<file path="src/rtl/gpu_cmd_pkg.sv">
// ---------------------------------------------------------------------------
// gpu_cmd_pkg
// Shared definitions for the GPU input command stream: opcode values, field
// widths of a command word and the state encoding of the host-side encoder.
// No ports; imported by command_encoder.
// ---------------------------------------------------------------------------
package gpu_cmd_pkg;

  localparam int OPCODE_W = 4;
  localparam int TEX_W    = 8;
  localparam int COORD_W  = 16;
  localparam int WORD_W   = 32;

  // Opcode 0 is reserved so that an all-zero word never decodes as a command.
  localparam logic [OPCODE_W-1:0] OPC_RESERVED  = 4'd0;
  localparam logic [OPCODE_W-1:0] OPC_TRIANGLE  = 4'd1;
  localparam logic [OPCODE_W-1:0] OPC_FRAME_END = 4'd2;

  typedef enum logic [2:0] {
    ST_IDLE,
    ST_HDR,
    ST_V1,
    ST_V2,
    ST_V3,
    ST_FEND
  } enc_state_t;

  // Every state except IDLE drives a word towards the FIFO.
  function automatic logic isEmitState(input enc_state_t s);
    return (s != ST_IDLE);
  endfunction

endpackage

</file>
<file path="src/rtl/command_encoder.sv">
// ---------------------------------------------------------------------------
// command_encoder
// Serializes triangle and frame-end requests into the 32-bit command word
// stream read by InputDecoder, honouring FIFO back-pressure and keeping
// per-frame statistics.
//
// Ports:
//   clk, reset            clock, asynchronous active-low reset
//   tri_valid / tri_ready triangle request handshake
//   tex_num, x1..y3       triangle payload, captured on acceptance
//   frame_req / frame_ack frame-end request level and one-cycle acknowledge
//   fifo_full             downstream back-pressure
//   fifo_write, fifo_w_data  word strobe and data towards the FIFO
//   tri_count             triangles emitted in the current frame (saturating)
//   frame_count           frame-end markers emitted since reset (wrapping)
//   busy                  high whenever a packet is in flight
// ---------------------------------------------------------------------------
module command_encoder
  import gpu_cmd_pkg::*;
#(
  parameter logic [OPCODE_W-1:0] OP_TRIANGLE  = OPC_TRIANGLE,
  parameter logic [OPCODE_W-1:0] OP_FRAME_END = OPC_FRAME_END
) (
  input  logic               clk,
  input  logic               reset,
  input  logic               tri_valid,
  output logic               tri_ready,
  input  logic [TEX_W-1:0]   tex_num,
  input  logic [COORD_W-1:0] x1,
  input  logic [COORD_W-1:0] y1,
  input  logic [COORD_W-1:0] x2,
  input  logic [COORD_W-1:0] y2,
  input  logic [COORD_W-1:0] x3,
  input  logic [COORD_W-1:0] y3,
  input  logic               frame_req,
  output logic               frame_ack,
  input  logic               fifo_full,
  output logic               fifo_write,
  output logic [WORD_W-1:0]  fifo_w_data,
  output logic [15:0]        tri_count,
  output logic [15:0]        frame_count,
  output logic               busy
);

  enc_state_t state_q, state_d;

  logic [TEX_W-1:0]   texNum_q;
  logic [COORD_W-1:0] x1_q, y1_q, x2_q, y2_q, x3_q, y3_q;
  logic [15:0]        triCount_q, triCount_d;
  logic [15:0]        frameCount_q, frameCount_d;
  logic               frameAck_q;
  logic               triAccept;

  // A pending frame request blocks new triangles so the marker is not
  // overtaken; a triangle already captured still finishes first because
  // FEND is only reachable from IDLE.
  assign tri_ready = (state_q == ST_IDLE) && !frame_req;
  assign triAccept = tri_valid && tri_ready;

  // State register.
  always_ff @(posedge clk or negedge reset) begin
    if (!reset) begin
      state_q <= ST_IDLE;
    end else begin
      state_q <= state_d;
    end
  end

  // Next-state logic: emit states only advance on an edge where the word is
  // actually written, so a full FIFO just stretches the current word.
  always_comb begin
    state_d = state_q;
    unique case (state_q)
      ST_IDLE: begin
        if (frame_req) begin
          state_d = ST_FEND;
        end else if (tri_valid) begin
          state_d = ST_HDR;
        end
      end
      ST_HDR:  if (fifo_write) state_d = ST_V1;
      ST_V1:   if (fifo_write) state_d = ST_V2;
      ST_V2:   if (fifo_write) state_d = ST_V3;
      ST_V3:   if (fifo_write) state_d = ST_IDLE;
      ST_FEND: if (fifo_write) state_d = ST_IDLE;
      default: state_d = ST_IDLE;
    endcase
  end

  // Output logic: word selection and write strobe for the current state.
  always_comb begin
    fifo_w_data = '0;
    unique case (state_q)
      ST_HDR:  fifo_w_data = {OP_TRIANGLE, 20'd0, texNum_q};
      ST_V1:   fifo_w_data = {x1_q, y1_q};
      ST_V2:   fifo_w_data = {x2_q, y2_q};
      ST_V3:   fifo_w_data = {x3_q, y3_q};
      ST_FEND: fifo_w_data = {OP_FRAME_END, 28'd0};
      default: fifo_w_data = '0;
    endcase
    fifo_write = isEmitState(state_q) && !fifo_full;
    busy       = (state_q != ST_IDLE);
  end

  // Statistics: the frame-end write both counts the frame and opens a new
  // one, so it clears the per-frame triangle count on the same edge.
  always_comb begin
    triCount_d   = triCount_q;
    frameCount_d = frameCount_q;
    if (fifo_write && (state_q == ST_V3) && (triCount_q != 16'hFFFF)) begin
      triCount_d = triCount_q + 16'd1;
    end
    if (fifo_write && (state_q == ST_FEND)) begin
      triCount_d   = 16'd0;
      frameCount_d = frameCount_q + 16'd1;
    end
  end

  // Holding registers and counters; the payload is latched at acceptance so
  // the requester is free to change its inputs straight away.
  always_ff @(posedge clk or negedge reset) begin
    if (!reset) begin
      texNum_q     <= '0;
      x1_q         <= '0;
      y1_q         <= '0;
      x2_q         <= '0;
      y2_q         <= '0;
      x3_q         <= '0;
      y3_q         <= '0;
      triCount_q   <= '0;
      frameCount_q <= '0;
      frameAck_q   <= 1'b0;
    end else begin
      if (triAccept) begin
        texNum_q <= tex_num;
        x1_q     <= x1;
        y1_q     <= y1;
        x2_q     <= x2;
        y2_q     <= y2;
        x3_q     <= x3;
        y3_q     <= y3;
      end
      triCount_q   <= triCount_d;
      frameCount_q <= frameCount_d;
      frameAck_q   <= fifo_write && (state_q == ST_FEND);
    end
  end

  assign frame_ack   = frameAck_q;
  assign tri_count   = triCount_q;
  assign frame_count = frameCount_q;

endmodule

</file>
<file path="config.mk">
export PLATFORM = sky130hd
export DESIGN_NAME = command_encoder
export DESIGN_NICKNAME = d
export VERILOG_FILES = /design/src/rtl/gpu_cmd_pkg.sv /design/src/rtl/command_encoder.sv
export SDC_FILE = /design/constraint.sdc
export NUM_CORES = 1
export LEC_CHECK = 0
export BUFFER_PORTS_ARGS = -buffer_cell sky130_fd_sc_hd__buf_2
export CORE_MARGIN = 10
export CORE_UTILIZATION = 25
export DETAILED_ROUTE_END_ITERATION = 10
export GPL_TIMING_DRIVEN = 0
export PLACE_DENSITY = 0.45
export SYNTH_ARGS = -nofsm -noshare
export SYNTH_HDL_FRONTEND = slang
export SYNTH_SLANG_ARGS = --single-unit
</file>
<file path="constraint.sdc">
create_clock -name clk -period 3 [get_ports clk]
set_input_delay 0 -clock clk [delete_from_list [all_inputs] [get_ports clk]]
set_output_delay 0 -clock clk [all_outputs]
set_load 0.01 [all_outputs]
</file>
======== Word-level counts from Yosys, hierarchy flattened ========
Cells that the tools add are included.
storage, ports and cells
  logic and storage cells ................. 47
  input bits .............................. 109
  register bits after elaboration ......... 140
  output and inout port bits .............. 68
operators by class
  add/sub/neg operators ................... 2
  multiplexer cells ....................... 10
  equality and inequality tests ........... 11
  reduce and logical (&&, ||, !) cells .... 13
operator list
  kind                                                              count
  32-bit case mux with 5 select lines                               1
  16-bit by 1-bit adder with 16-bit output (second input constant)  2
  16-bit two-way mux                                                2
  3-bit two-way mux                                                 6
  16-bit != test (second input constant)                            1
  3-bit case mux with 5 select lines                                1
  3-bit by 2-bit == test with 1-bit output (second input constant)  2
  3-bit == test (second input constant)                             2
  1-bit logical AND                                                 6
  2-bit != test (second input constant)                             3
  5-bit AND reduction                                               1
  3-bit by 1-bit == test with 1-bit output (second input constant)  1
  3-bit logical NOT                                                 1
  3-bit != test (second input constant)                             1
  3-bit nonzero test                                                1
  1-bit logical NOT                                                 2
  2-bit by 1-bit != test with 1-bit output (second input constant)  1
  2-bit nonzero test                                                1
  2-bit OR reduction                                                1

======== Depth between registers and ports, before layout ========
  word-level depth ........................ 6
  mapped depth ............................ 8
  depth with buffers taken out ............ 7

======== Worst setup path before layout ========
OpenSTA, ideal clock, no wires.
  path type ............................... register to register
  from .................................... register state_q[1]
  to ...................................... register triCount_q[15] (netlist: tri_count[15])
  stages on the path, launching flop included .. 8
  arrival ................................. 2,058 ps
  library setup time ...................... 131 ps
  clock period less this slack ............ 2,188 ps
  path slack .............................. 812 ps
  path through ............................ dfrtp_1 > buf_6 > or4b_1 > buf_2 > or4_4 > a21oi_1 > nand2_1 > mux2i_1
on the way
  cells in the longest elaborated chain, start to end .. 5
  elaborated cells on any way between the ends .. 9
ends and longest elaborated chain
  what                                 RTL line                text
  start, declared                      command_encoder.sv:45   enc_state_t state_q, state_d;
  start signal, assigned               command_encoder.sv:65   state_q <= state_d;
  3-bit nonzero test                   gpu_cmd_pkg.sv:30       return (s != ST_IDLE);
  1-bit logical AND                    command_encoder.sv:101  fifo_write = isEmitState(state_q) && !fifo_full;
  1-bit logical AND (2 in a row)       command_encoder.sv:110  if (fifo_write && (state_q == ST_V3) && (triCount_q != 16'hFFFF)) begin
  2-bit nonzero test (no source line)  -
  end signal, assigned                 command_encoder.sv:143  triCount_q <= triCount_d;
  end, declared                        command_encoder.sv:49   logic [15:0] triCount_q, triCount_d;
Several ways; a longest one is shown, not always the timed one.
A chain may end at the register's enable or synchronous reset.

======== Worst setup path in the final report ========
  from .................................... register state_q[2]
  to ...................................... output port fifo_w_data[11]
on the way
  cells in the longest elaborated chain, start to end .. 2
  elaborated cells on any way between the ends .. 6
ends and longest elaborated chain
  what                                         RTL line               text
  3-bit == test, or another cell as far along  command_encoder.sv:93  unique case (state_q)
  32-bit case mux with 5 select lines (*)      command_encoder.sv:93
  end, declared                                command_encoder.sv:39  output logic [WORD_W-1:0] fifo_w_data,
Every way passes the cells marked *; elsewhere a longest branch is shown, timed or not.

==> flow_results.org <==
** Worst setup path
- Endpoint type of the worst setup path :: output port
- Critical setup path kind :: reg -> out
- Slowest Stage Delay on Critical Path :: 480 ps
- Crit path launch type :: flip-flop
- Among all stages on the critical path, the largest delay is contributed by clkbuf_1.
- Worst R2R Path Depth :: 7
- Chain of cells forming the critical path :: buf_2 > nor2b_1 > nor2b_1 > clkbuf_1 > buf_2 > nand2_1 > o21ai_0 > buf_2
- In this run the critical register-to-register path is captured at x2_q[2].
- Reg-to-reg setup timing slack :: 380 ps
- In this design, the critical path's most frequently occurring cell is buf_2.
- For the worst setup path, the data required time is 3000 ps.
- STA puts the critical path data arrival time at 2670 ps.
- The startpoint identified for the worst register-to-register timing path is state_q[2].
- Crit Path Max Fanout :: 10

** Timing
- Subtracting the final worst setup slack from the clock period gives 2674 ps.
- Number of slew-limit violations in the final report :: 0
- Setup violations remaining at the end of the flow were counted as 0.
- Upper clock frequency limit :: 374.0 MHz
- On the final layout, the worst clock skew is 12.85 ps.
- Setup repair after global routing left no endpoint under its margin.
- The number of hold violations in the final report came to 0.
- At the pin with the least slew margin, the transition time is 1020 ps.
- Worst hold slack :: 52.35 ps
- Final critical-path share of the clock period :: 0.8914
- Rel. slew slack :: 0.3201

** Finish
- Once layout is done, the placed cells without fillers occupy 0.009311 mm².
- Area Growth Syn to Fin :: 47.10%
- Summing all flip-flop and latch instances after layout gives 0.003503 mm².
- Of the cells placed in the final design, the portion with a size suffix greater than 1 is 0.3954.
- # fillers :: 2534
- Nets :: 930
- The multi-input combinational cells in the finished layout cover a total of 0.002695 mm².
- Fin util :: 0.3719

** Detailed routing
- WL met2 :: 9784 µm
- Top metal layer carrying routed signals :: met4
- Via count :: 5118
- After detailed routing, the wire length on met1 is 8885 µm.
- The detail route stage leaves a number of antenna-violating nets equal to 0.
- Total length of routed met3 wires :: 1545 µm
- Remaining design rule violation count :: 0
- In the final routed layout, each cell accounts on average for 17.54 µm.
- After detailed routing, the total wire length is 20420 µm.
- Per-cell via count in the routed design :: 4.397
- Initial drt markers :: 235
- The first detailed-routing pass took 4 iterations.

** Floorplanning
- Number of placement rows :: 58
- Die W :: 179.1 µm
- Count of boundary I/O pins :: 177
- The floorplan step defined a die boundary enclosing 0.03208 mm².
- The die is 179.1 µm tall.
- Initial core utilization :: 0.2528
- The core region is 0.02504 mm².

** Logic synthesis
- The mapped netlist covers 0.006330 mm².
- The post-synthesis compound-gate area fraction is 0.06306.
- After synthesis, the largest family of logic cells by area is multiplexers.
- Of the total synthesized cell area, the portion taken by full adders, half adders and majority gates is 0.003953.
- Post-synthesis sequential area ratio :: 0.5535
- Of all flip-flops after synthesis, the portion carrying an async set or reset was 1.000.
- A synthesized cell averages 12.27 µm².
- Share of Yosys cell area claimed by the top area cell type :: 0.5535
- Yosys mapped a number of flops with a built-in enable equal to 0.
- Cells after synthesis :: 516
- After synthesis, the netlist uses 37 different library cells.
- The Yosys step of the flow raised 0 warnings.
- Yosys attributes the largest share of cell area to dfrtp_1 55%, mux2_2 20%, mux2i_1 4.3%, nand2_1 3.1%, o21ai_0 2.8%.
- Cell type contributing the most total cell area after synthesis :: dfrtp_1
- XOR/XNOR Fraction of Synth Area :: 0.02906
- Multiplexer area fraction after synthesis :: 0.2419
- Post-Synthesis Net Count :: 627
- #FFs+latches synth :: 140
- Simple-Gate Fraction of Synth Area :: 0.08776
- Among all flip-flop cells after synthesis, the most frequent one is dfrtp_1.

** Power and ir drop
- Internal cell power :: 5.229 mW
- Of the total power, combinational logic draws 0.347.
- Net Switching :: 2.638 mW
- Of the total power, registers draw 0.385.
- In this run the power density over the cells is 844.8 mW/mm².
- IR drop worst, VDD :: 0.0003561 V
- The analysis attributes to cell leakage a power of 4.340 nW.
- Clock network fraction of total power :: 0.268
- Fraction of power spent switching nets :: 0.3353

** CTS
- After clock tree synthesis, the clock-pin slew on the worst setup and hold paths is 70 ps.
- At the later pin of the worst-skew pair, clock insertion delay measures 430 ps.
- No sink is reached through more buffers than the 2 on the longest clock path.
- Number of clock buffers inserted by TritonCTS :: 17
- Clock tree synthesis selected as its root buffer the cell clkbuf_16.
- Clock tree from TritonCTS :: yes
- H-tree levels :: 4
- Clock tree synthesis found a total of 140 sinks.

** Outcome
- Outcome :: finished clean

** Worst hold path
- Hold Path Cell Cnt :: 5
- In this run the most critical hold path is launched from tri_valid.
- The worst hold path belongs to the class in -> reg.
- The path with the worst hold slack has its endpoint at state_q[0].

** Global route
- First-pass GRT wire length :: 31920 µm
- The number of antenna violations at the first check in global routing came to 2.
- Entering global routing, the biggest net connects 84 pins.
- Via count of the first global-routing pass :: 5667
- In the global route stage, overall resource usage came out at 0.1301.
- Global routing finished with a remaining overflow of 0.

** Place
- Summed over all nets, the half-perimeter wirelength after detailed placement is 14370 µm.
- During placement, the flow inserted port buffers numbering 176.
- Post-Place Cell Area :: 0.007657 mm²
- Routability-driven placement finished with a final weighted congestion of 0.7282.

** Run
- Number of violations of the max-capacitance limit :: 0
-- layer usage --
metal  track usage  up-vias
met5             0        -
met4       0.03075        0
met3       0.05160       16
met2        0.2140      143
met1        0.1566     2511
li1              -     2448
-- cell families after synthesis --
logic type / Yosys count
fa+ha+maj: 2
compound gates: 66
mux: 139
flops: 140
simple gates: 116
buf+inv: 32
xor+xnor: 21
-- worst max-delay path: cells and delay by family (launching register included) --
kind	cells	cell delay [ps]
AO/OA/AOI/OAI	1	110
buffers and inverters	4	1240
flip-flops	1	310
AND/OR/NAND/NOR	3	580
-- registers in the layout (all words and copies together), names as in the netlist --
name / flops
frame_count: 16
tri_count: 16
x1_q: 16
x2_q: 16
x3_q: 16
y1_q: 16
y2_q: 16
y3_q: 16
texNum_q: 8
state_q: 3
frame_ack: 1
-- cell usage after synthesis, types with 3 or more instances --
| library cell | count |
|---|---|
| nor2_1 | 13 |
| o31ai_1 | 3 |
| nand3_1 | 16 |
| buf_2 | 3 |
| xor2_1 | 6 |
| mux2i_1 | 27 |
| buf_1 | 7 |
| dfrtp_1 | 140 |
| mux2_2 | 112 |
| a22oi_1 | 10 |
| and3_1 | 7 |
| o21ai_0 | 36 |
| nor2b_1 | 7 |
| a21oi_1 | 6 |
| clkbuf_1 | 20 |
| nand4_1 | 7 |
| or3_1 | 4 |
| xnor2_1 | 15 |
| nand2_1 | 53 |
-- how the worst max path moves through the flow --
stage	start	end	slack, ps
2_1_floorplan	state_q[1]	tri_count[15]	810
3_3_place_gp	reset	x1_q[6]	-390
3_5_place_dp	state_q[2]	y2_q[13]	330
4_1_cts	state_q[2]	fifo_w_data[11]	220
5_1_grt	state_q[2]	fifo_w_data[22]	50
6_report	state_q[2]	fifo_w_data[11]	330
-- placed cells by master, fill, tap and decap left out, drive strengths merged, types with 6 or more instances in the layout --
cell type    instances
a21oi                6
a22oi               10
and3                 7
buf                188
clkbuf              37
dfrtp              140
dlygate4sd3        107
inv                 10
mux2               112
mux2i               27
nand2               53
nand3               16
nand4                7
nor2                13
nor2b                7
o21ai               36
xnor2               15
xor2                 6
-- timing repair --
item | 4_1_cts | 5_1_grt
gates resized for setup | 1 | 0
endpoints found under the setup margin | 2 | 0
endpoints found under the hold margin | 163 | 0
buffers inserted | 0 | 0
hold buffers | 107 | 0
-- per-stage QoR --
step / power, mW / setup TNS (ps) / instances / setup slack (ps)
2_1_floorplan: 4.727 / 0 / 516 / 811.7
3_3_place_gp: 5.710 / -51690 / 1022 / -387.1
3_5_place_dp: 5.746 / 0 / 1023 / 327.9
4_1_cts: 8.024 / 0 / 1162 / 216.9
5_1_grt: 8.441 / 0 / 1163 / 49.30
6_report: 7.867 / 0 / 1164 / 325.9
-- power by group through the flow --
stage | sequential [mW] | clock, mW | combinational (mW)
finish | 3.03 | 2.11 | 2.73
global route | 3.13 | 2.27 | 3.04
CTS | 3.03 | 2.18 | 2.81
detailed placement | 3.06 | 0 | 2.68
global placement | 3.05 | 0 | 2.66
floorplan | 2.96 | 0 | 1.77
-- final cells by class --
class | instances | area share
multi-input cells | 344 | 0.2894
well taps | 330 | 0.04434
flip-flops and latches | 140 | 0.3762
clock buffers | 17 | 0.04569
plain buffers | 31 | 0.01384
clock inverters | 15 | 0.01626
repair buffers | 284 | 0.2132
diodes | 2 | 0.0005375
inverters | 1 | 0.0004031
No activity file was read; power rests on OpenSTA's default activity.
